[config.mk]
export PLATFORM = sky130hd
export DESIGN_NAME = mipi_line_packer
export DESIGN_NICKNAME = d
export VERILOG_FILES = /design/src/rtl/mipi_pkg.sv /design/src/rtl/mipi_sync_fifo.sv /design/src/rtl/mipi_line_packer.sv
export SDC_FILE = /design/constraint.sdc
export NUM_CORES = 1
export LEC_CHECK = 0
export CAP_MARGIN = 5
export CORE_MARGIN = 2
export CORE_UTILIZATION = 61
export DETAILED_ROUTE_END_ITERATION = 10
export GPL_ROUTABILITY_DRIVEN = 0
export GPL_TIMING_DRIVEN = 0
export PLACE_DENSITY_LB_ADDON = 0.12
export SLEW_MARGIN = 5
export SYNTH_ARGS = -nofsm -noshare
export SYNTH_HDL_FRONTEND = slang
export SYNTH_SLANG_ARGS = --single-unit
[constraint.sdc]
create_clock -name clk -period 3.6 [get_ports clk]
set_clock_uncertainty 0.15 [all_clocks]
set_input_delay 0.72 -clock clk [delete_from_list [all_inputs] [get_ports clk]]
set_output_delay 0.72 -clock clk [all_outputs]
set_load 0.005 [all_outputs]
[src/rtl/mipi_pkg.sv]
// Shared types, CRC constants and the CRC-16/CCITT-FALSE word step for the
// MIPI line packer.
package mipi_pkg;

  typedef enum logic [1:0] {
    IDLE,
    HDR,
    PAYLOAD,
    CRC
  } state_t;

  localparam logic [15:0] CRC16_POLY        = 16'h1021;
  localparam logic [15:0] CRC16_INIT        = 16'hFFFF;
  localparam logic [7:0]  DEFAULT_DATA_TYPE = 8'h2A;

  // One 16-bit word folded into the CRC, MSB first, no reflection.
  function automatic logic [15:0] crc16_step(input logic [15:0] crc,
                                             input logic [15:0] data);
    logic [15:0] c;
    logic [15:0] d;
    c = crc;
    d = data;
    for (int unsigned i = 0; i < 16; i++) begin
      if (c[15] ^ d[15]) c = {c[14:0], 1'b0} ^ CRC16_POLY;
      else               c = {c[14:0], 1'b0};
      d = {d[14:0], 1'b0};
    end
    return c;
  endfunction

endpackage

[src/rtl/mipi_sync_fifo.sv]
// Synchronous 16-bit FIFO with extra-MSB pointers so full and empty differ;
// the head word is presented combinationally.
module mipi_sync_fifo #(
  parameter  int unsigned DEPTH = 8,
  localparam int unsigned AW    = $clog2(DEPTH)
) (
  input  logic        clk,
  input  logic        rst_n,
  input  logic        i_push,
  input  logic [15:0] i_data,
  input  logic        i_pop,
  output logic [15:0] o_head,
  output logic        o_full,
  output logic        o_empty,
  output logic [AW:0] o_level
);

  logic [15:0] r_mem [DEPTH];
  logic [AW:0] r_wr;
  logic [AW:0] r_rd;
  logic        w_wr_en;
  logic        w_rd_en;

  assign o_full  = (r_wr[AW] != r_rd[AW]) && (r_wr[AW-1:0] == r_rd[AW-1:0]);
  assign o_empty = (r_wr == r_rd);
  assign o_level = r_wr - r_rd;
  assign o_head  = r_mem[r_rd[AW-1:0]];

  // Full is judged on the pre-pop occupancy, so a push into a full FIFO
  // is dropped even when a pop happens in the same cycle.
  assign w_wr_en = i_push && !o_full;
  assign w_rd_en = i_pop && !o_empty;

  always_ff @(posedge clk) begin
    if (w_wr_en) r_mem[r_wr[AW-1:0]] <= i_data;
  end

  always_ff @(posedge clk or negedge rst_n) begin
    if (!rst_n) begin
      r_wr <= '0;
      r_rd <= '0;
    end else begin
      if (w_wr_en) r_wr <= r_wr + (AW+1)'(1);
      if (w_rd_en) r_rd <= r_rd + (AW+1)'(1);
    end
  end

endmodule

[src/rtl/mipi_line_packer.sv]
// Wraps buffered 16-bit line words into header/payload[/CRC] packets.
// Define MIPI_LINE_PACKER_CRC_EN to append a CRC-16/CCITT-FALSE footer word.
module mipi_line_packer
  import mipi_pkg::*;
#(
  parameter int unsigned WORDS_PER_LINE = 4,
  parameter logic [7:0]  DATA_TYPE      = DEFAULT_DATA_TYPE,
  parameter int unsigned FIFO_DEPTH     = 8
) (
  input  logic        clk,
  input  logic        rst_n,
  input  logic [15:0] in_data,
  input  logic        in_valid,
  output logic [15:0] out_data,
  output logic        out_valid,
  input  logic        out_ready,
  output logic        out_sop,
  output logic        out_eop,
  output logic        overflow
);

  localparam int unsigned LW      = $clog2(FIFO_DEPTH) + 1;
  localparam logic [7:0]  LP_WPL  = 8'(WORDS_PER_LINE);
  localparam logic [7:0]  LP_LAST = 8'(WORDS_PER_LINE - 1);

  logic [1:0]    r_rst_sync;
  logic          w_rst_n;
  state_t        r_state;
  logic [7:0]    r_cnt;
  logic          r_overflow;
  logic          w_full;
  logic          w_empty;
  logic          w_pop;
  logic          w_xfer;
  logic          w_last;
  logic [15:0]   w_head;
  logic [LW-1:0] w_level;
`ifdef MIPI_LINE_PACKER_CRC_EN
  logic [15:0]   r_crc;
`endif

  // Assertion is immediate; release is retimed to clk through two flops.
  always_ff @(posedge clk or negedge rst_n) begin
    if (!rst_n) r_rst_sync <= '0;
    else        r_rst_sync <= {r_rst_sync[0], 1'b1};
  end
  assign w_rst_n = r_rst_sync[1];

  mipi_sync_fifo #(
    .DEPTH (FIFO_DEPTH)
  ) u_fifo (
    .clk     (clk),
    .rst_n   (w_rst_n),
    .i_push  (in_valid),
    .i_data  (in_data),
    .i_pop   (w_pop),
    .o_head  (w_head),
    .o_full  (w_full),
    .o_empty (w_empty),
    .o_level (w_level)
  );

  assign w_xfer = out_valid && out_ready;
  assign w_pop  = (r_state == PAYLOAD) && w_xfer;
  assign w_last = (r_cnt == LP_LAST);

  always_ff @(posedge clk or negedge w_rst_n) begin
    if (!w_rst_n) begin
      r_state <= IDLE;
      r_cnt   <= '0;
`ifdef MIPI_LINE_PACKER_CRC_EN
      r_crc   <= CRC16_INIT;
`endif
    end else begin
      case (r_state)
        IDLE: begin
          if (!w_empty) r_state <= HDR;
        end
        HDR: begin
          if (w_xfer) begin
            r_state <= PAYLOAD;
`ifdef MIPI_LINE_PACKER_CRC_EN
            r_crc   <= CRC16_INIT;
`endif
          end
        end
        PAYLOAD: begin
          if (w_xfer) begin
`ifdef MIPI_LINE_PACKER_CRC_EN
            r_crc <= crc16_step(r_crc, w_head);
`endif
            if (w_last) begin
              r_cnt <= '0;
`ifdef MIPI_LINE_PACKER_CRC_EN
              r_state <= CRC;
`else
              // Level still counts the word popped this cycle.
              r_state <= (w_level > LW'(1)) ? HDR : IDLE;
`endif
            end else begin
              r_cnt <= r_cnt + 8'd1;
            end
          end
        end
        CRC: begin
`ifdef MIPI_LINE_PACKER_CRC_EN
          if (w_xfer) r_state <= (w_level != '0) ? HDR : IDLE;
`else
          r_state <= IDLE;
`endif
        end
        default: r_state <= IDLE;
      endcase
    end
  end

  always_ff @(posedge clk or negedge w_rst_n) begin
    if (!w_rst_n)               r_overflow <= 1'b0;
    else if (in_valid && w_full) r_overflow <= 1'b1;
  end
  assign overflow = r_overflow;

  always_comb begin
    out_valid = 1'b0;
    out_sop   = 1'b0;
    out_eop   = 1'b0;
    out_data  = '0;
    case (r_state)
      HDR: begin
        out_valid = 1'b1;
        out_sop   = 1'b1;
        out_data  = {DATA_TYPE, LP_WPL};
      end
      PAYLOAD: begin
        out_valid = !w_empty;
        out_data  = w_head;
`ifndef MIPI_LINE_PACKER_CRC_EN
        out_eop   = w_last && !w_empty;
`endif
      end
      CRC: begin
`ifdef MIPI_LINE_PACKER_CRC_EN
        out_valid = 1'b1;
        out_eop   = 1'b1;
        out_data  = r_crc;
`endif
      end
      default: ;
    endcase
  end

endmodule

==> impl_results.md <==
* Antenna diodes at 0
* I/O Buffers at 39
* Slew at the pin with the worst max-slew slack at 856 ps
* Max IR drop VDD at 0.000483 V
* Levels on crit path at 8
* Net Switching at 1.88 mW
* Ys async rst share at 0.141
* Initial DRC Count at 251
* Internal Power at 4.00 mW
* Placed insts at 526
* Sequential share of power at 0.401
* Synth unique cells at 41
* WS Path Type: reg2out
* Power Dens Cells at 799 nW/um^2
* Die footprint at 10700 sq um
* Relative slew slack at 0.429
* Grt met2 use at 0.410
* Slowest stage delay, CP at 520 ps
* CP Capture Type: primary output
* CTS buffer count at 17
* Final Hold Viols at 0
* Row count at 36
* Final setup viols at 0
* Yosys warnings at 0
* Slowest cell on the critical path: clkdlybuf4s50_1
* Post-synthesis register bit count at 149
* EDFF count, synth at 128
* Vias per cell at 6.05
* Final wirelength at 12.3 mm
* Post-Route Setup TNS at 0 ps
* Power share of the clock group at 0.255
* Period utilisation layout at 0.979
* Number of cells on the worst reg-to-reg path at 10
* Status: finished clean
* Layout cells sized above 1 at 0.228
* Req. time, crit path at 2730 ps
* Lkg Pwr at 2.55 nW
* Fmax achieved at 0.284 GHz
* Layout fillers at 553
* Combinational cell fraction of total power at 0.344
* Average size of a mapped cell at 17.5 sq um
* Area added between synthesis and finish at 21.5%
* Worst-Skew Late Latency at 530 ps
* CTS tree: done
* Critical-path cell list: clkbuf_8 -> inv_2 -> buf_8 -> ha_2 -> nand3_4 -> nor2_2 -> o21ai_2 -> clkdlybuf4s50_1
* First-pass GRT wire length at 19.1 mm
* Sink Count at 149
* DR WL/cell at 22.0 microns
* Synth Flop Type: edfxtp_1
* Core Footprint at 9680 sq um
* Post-layout min period at 3520 ps
* CTS Buffer Depth at 2
* Met3 Use GR at 0.0717
* Worst-path clk slew at 60 ps
* DRT Pass-1 Iters at 5
* Largest net degree at the start of global routing at 20
* Worst setup margin at 75.8 ps
* Vias in the first global route at 3506
* Initial antenna violation count at 0
* Max H-tree Level at 4
* Family with the most delay on the worst path: buffers and inverters
* I/O pin count at 40
* Final core utilization at 0.760
* Fraction of power spent switching nets at 0.320
* Total grt overflow at 0
* Worst Setup Start Kind: register
* Via Count at 3375
* Sequential-to-total area share from yosys stat at 0.721
* Die height at 104 microns
* Dpl ws at -528 ps
* MaxCap Viol Count at 0
* Post-Synthesis Cell Area at 6060 sq um
* Gr busiest metal: met2
* Syn Inst Count at 347
* Residual DRC at 0
* Fin cells at 558
* Hold_buf cts at 0
* Worst hold margin at 179 ps
* Mapped Nets at 378
* Max Fanout on Critical Path at 10
* GRT Total Usage at 0.246
* Starting Density at 0.625
* Post-route ant nets at 0
* Clk root buf: clkbuf_8
* Max-slew violations at 0
* CP bufs+invs at 4
* Hpwl dp at 7.80 mm
* Crit path arrival time at 2650 ps
* Global routing usage on met1 at 0.315
* Die W at 104 microns
* Min-delay worst type: reg2async
* Final net count at 443
-- synth_stat cells (2+ instances only) --
master	n	area, sq um
o21ai_0	11	55.1
nor2_1	10	37.5
nor3_1	4	20.0
xnor2_1	8	70.1
a21o_1	3	22.5
buf_2	3	15.0
o31ai_1	2	15.0
mux2i_1	4	40.0
nand2b_1	2	12.5
xor2_1	3	26.3
nand4_1	4	25.0
clkbuf_1	8	30.0
mux4_2	32	721
a21oi_1	13	65.1
inv_1	11	41.3
edfxtp_1	128	3840
ha_1	10	125
dfrtp_1	21	526
nand2_1	45	169
nand3_1	4	20.0
-- registers in the layout (all words and copies together) (netlist names) --
register      flops
r_state           2
u_fifo.r_mem    128
r_cnt             8
u_fifo.r_wr       4
r_rst_sync        2
overflow          1
u_fifo.r_rd       4
-- cell type report --
cell class	count	area (sq um)	share of cell area
inverters	12	46.3	0.00629
multi-input cells	174	1660	0.226
repair buffers	47	515	0.0701
clock buffers	19	422	0.0573
flip-flops and latches	149	4370	0.594
clock inverters	13	83.8	0.0114
well taps	133	166	0.0226
plain buffers	11	92.6	0.0126
-- cells in the final DEF (no fill, tap or decap), drive strengths merged, types with 2 or more instances in the layout --
master,instances
edfxtp,128
clkinv,11
mux4,32
ha,10
xor2,4
mux2i,4
nand4,4
nand2b,2
nand3,4
xnor2,8
a21oi,13
clkdlybuf4s50,39
o21ai,13
inv,13
buf,14
or4,2
nor3,5
nand2,45
o31ai,2
dfrtp,21
nor2,10
clkbuf,24
a21o,3
-- logic make-up (layout without fill, tap and decap cells) --
| family | count (synthesis) | count (layout) | share of synthesized area |
|---|---|---|---|
| adder cells (fa/ha/maj) | 11 | 11 | 0.0240 |
| flip-flops | 149 | 149 | 0.721 |
| multiplexers | 37 | 37 | 0.128 |
| XOR/XNOR | 12 | 12 | 0.0186 |
| buffers and inverters | 24 | 102 | 0.0155 |
| other | 1 | 1 | 0.000619 |
| AND/OR/NAND/NOR | 76 | 76 | 0.0560 |
| AO/OA/AOI/OAI | 37 | 37 | 0.0359 |
-- stage by stage --
stage / power (mW) / cell area [sq um]
finish: 5.88 / 7360
global route: 6.17 / 7360
CTS: 5.84 / 7330
detailed placement: 4.25 / 6770
global placement: 4.11 / 6620
floorplan: 3.56 / 6070
-- path summary, 6_finish.rpt --
kind	from	slack (ps)	end
setup / recovery	u_fifo.r_rd[2]	80	out_valid
hold / removal	r_rst_sync[1]	180	u_fifo.r_rd[2]
setup reg to reg	u_fifo.r_rd[2]	310	u_fifo.r_mem[2][9]
hold reg to reg	r_rst_sync[1]	180	u_fifo.r_rd[2]
max in group asynchronous	r_rst_sync[1]	2580	u_fifo.r_rd[1]
min in group clk	r_rst_sync[0]	200	r_rst_sync[1]
-- per-layer routing --
| metal | vias up | wire length, microns |
|---|---|---|
| met1 | 1743 | 4930 |
| met4 | 0 | 257 |
| met3 | 21 | 657 |
| met2 | 125 | 6440 |
| li1 | 1486 | - |
| met5 | - | 0 |
-- repair_timing --
item	CTS	global route
pin swaps	0	1
setup buffers	1	0
setup endpoints to repair	146	17
hold endpoints to repair	0	0
gates resized for setup	22	11
-- power groups by stage --
stage	clock, mW	combinational, mW	sequential (mW)
global route	1.60	2.19	2.39
floorplan	0	1.24	2.32
detailed placement	0	1.88	2.38
global placement	0	1.76	2.35
finish	1.50	2.02	2.36
CTS	1.52	1.96	2.36
(Power assumes the default switching activity.)
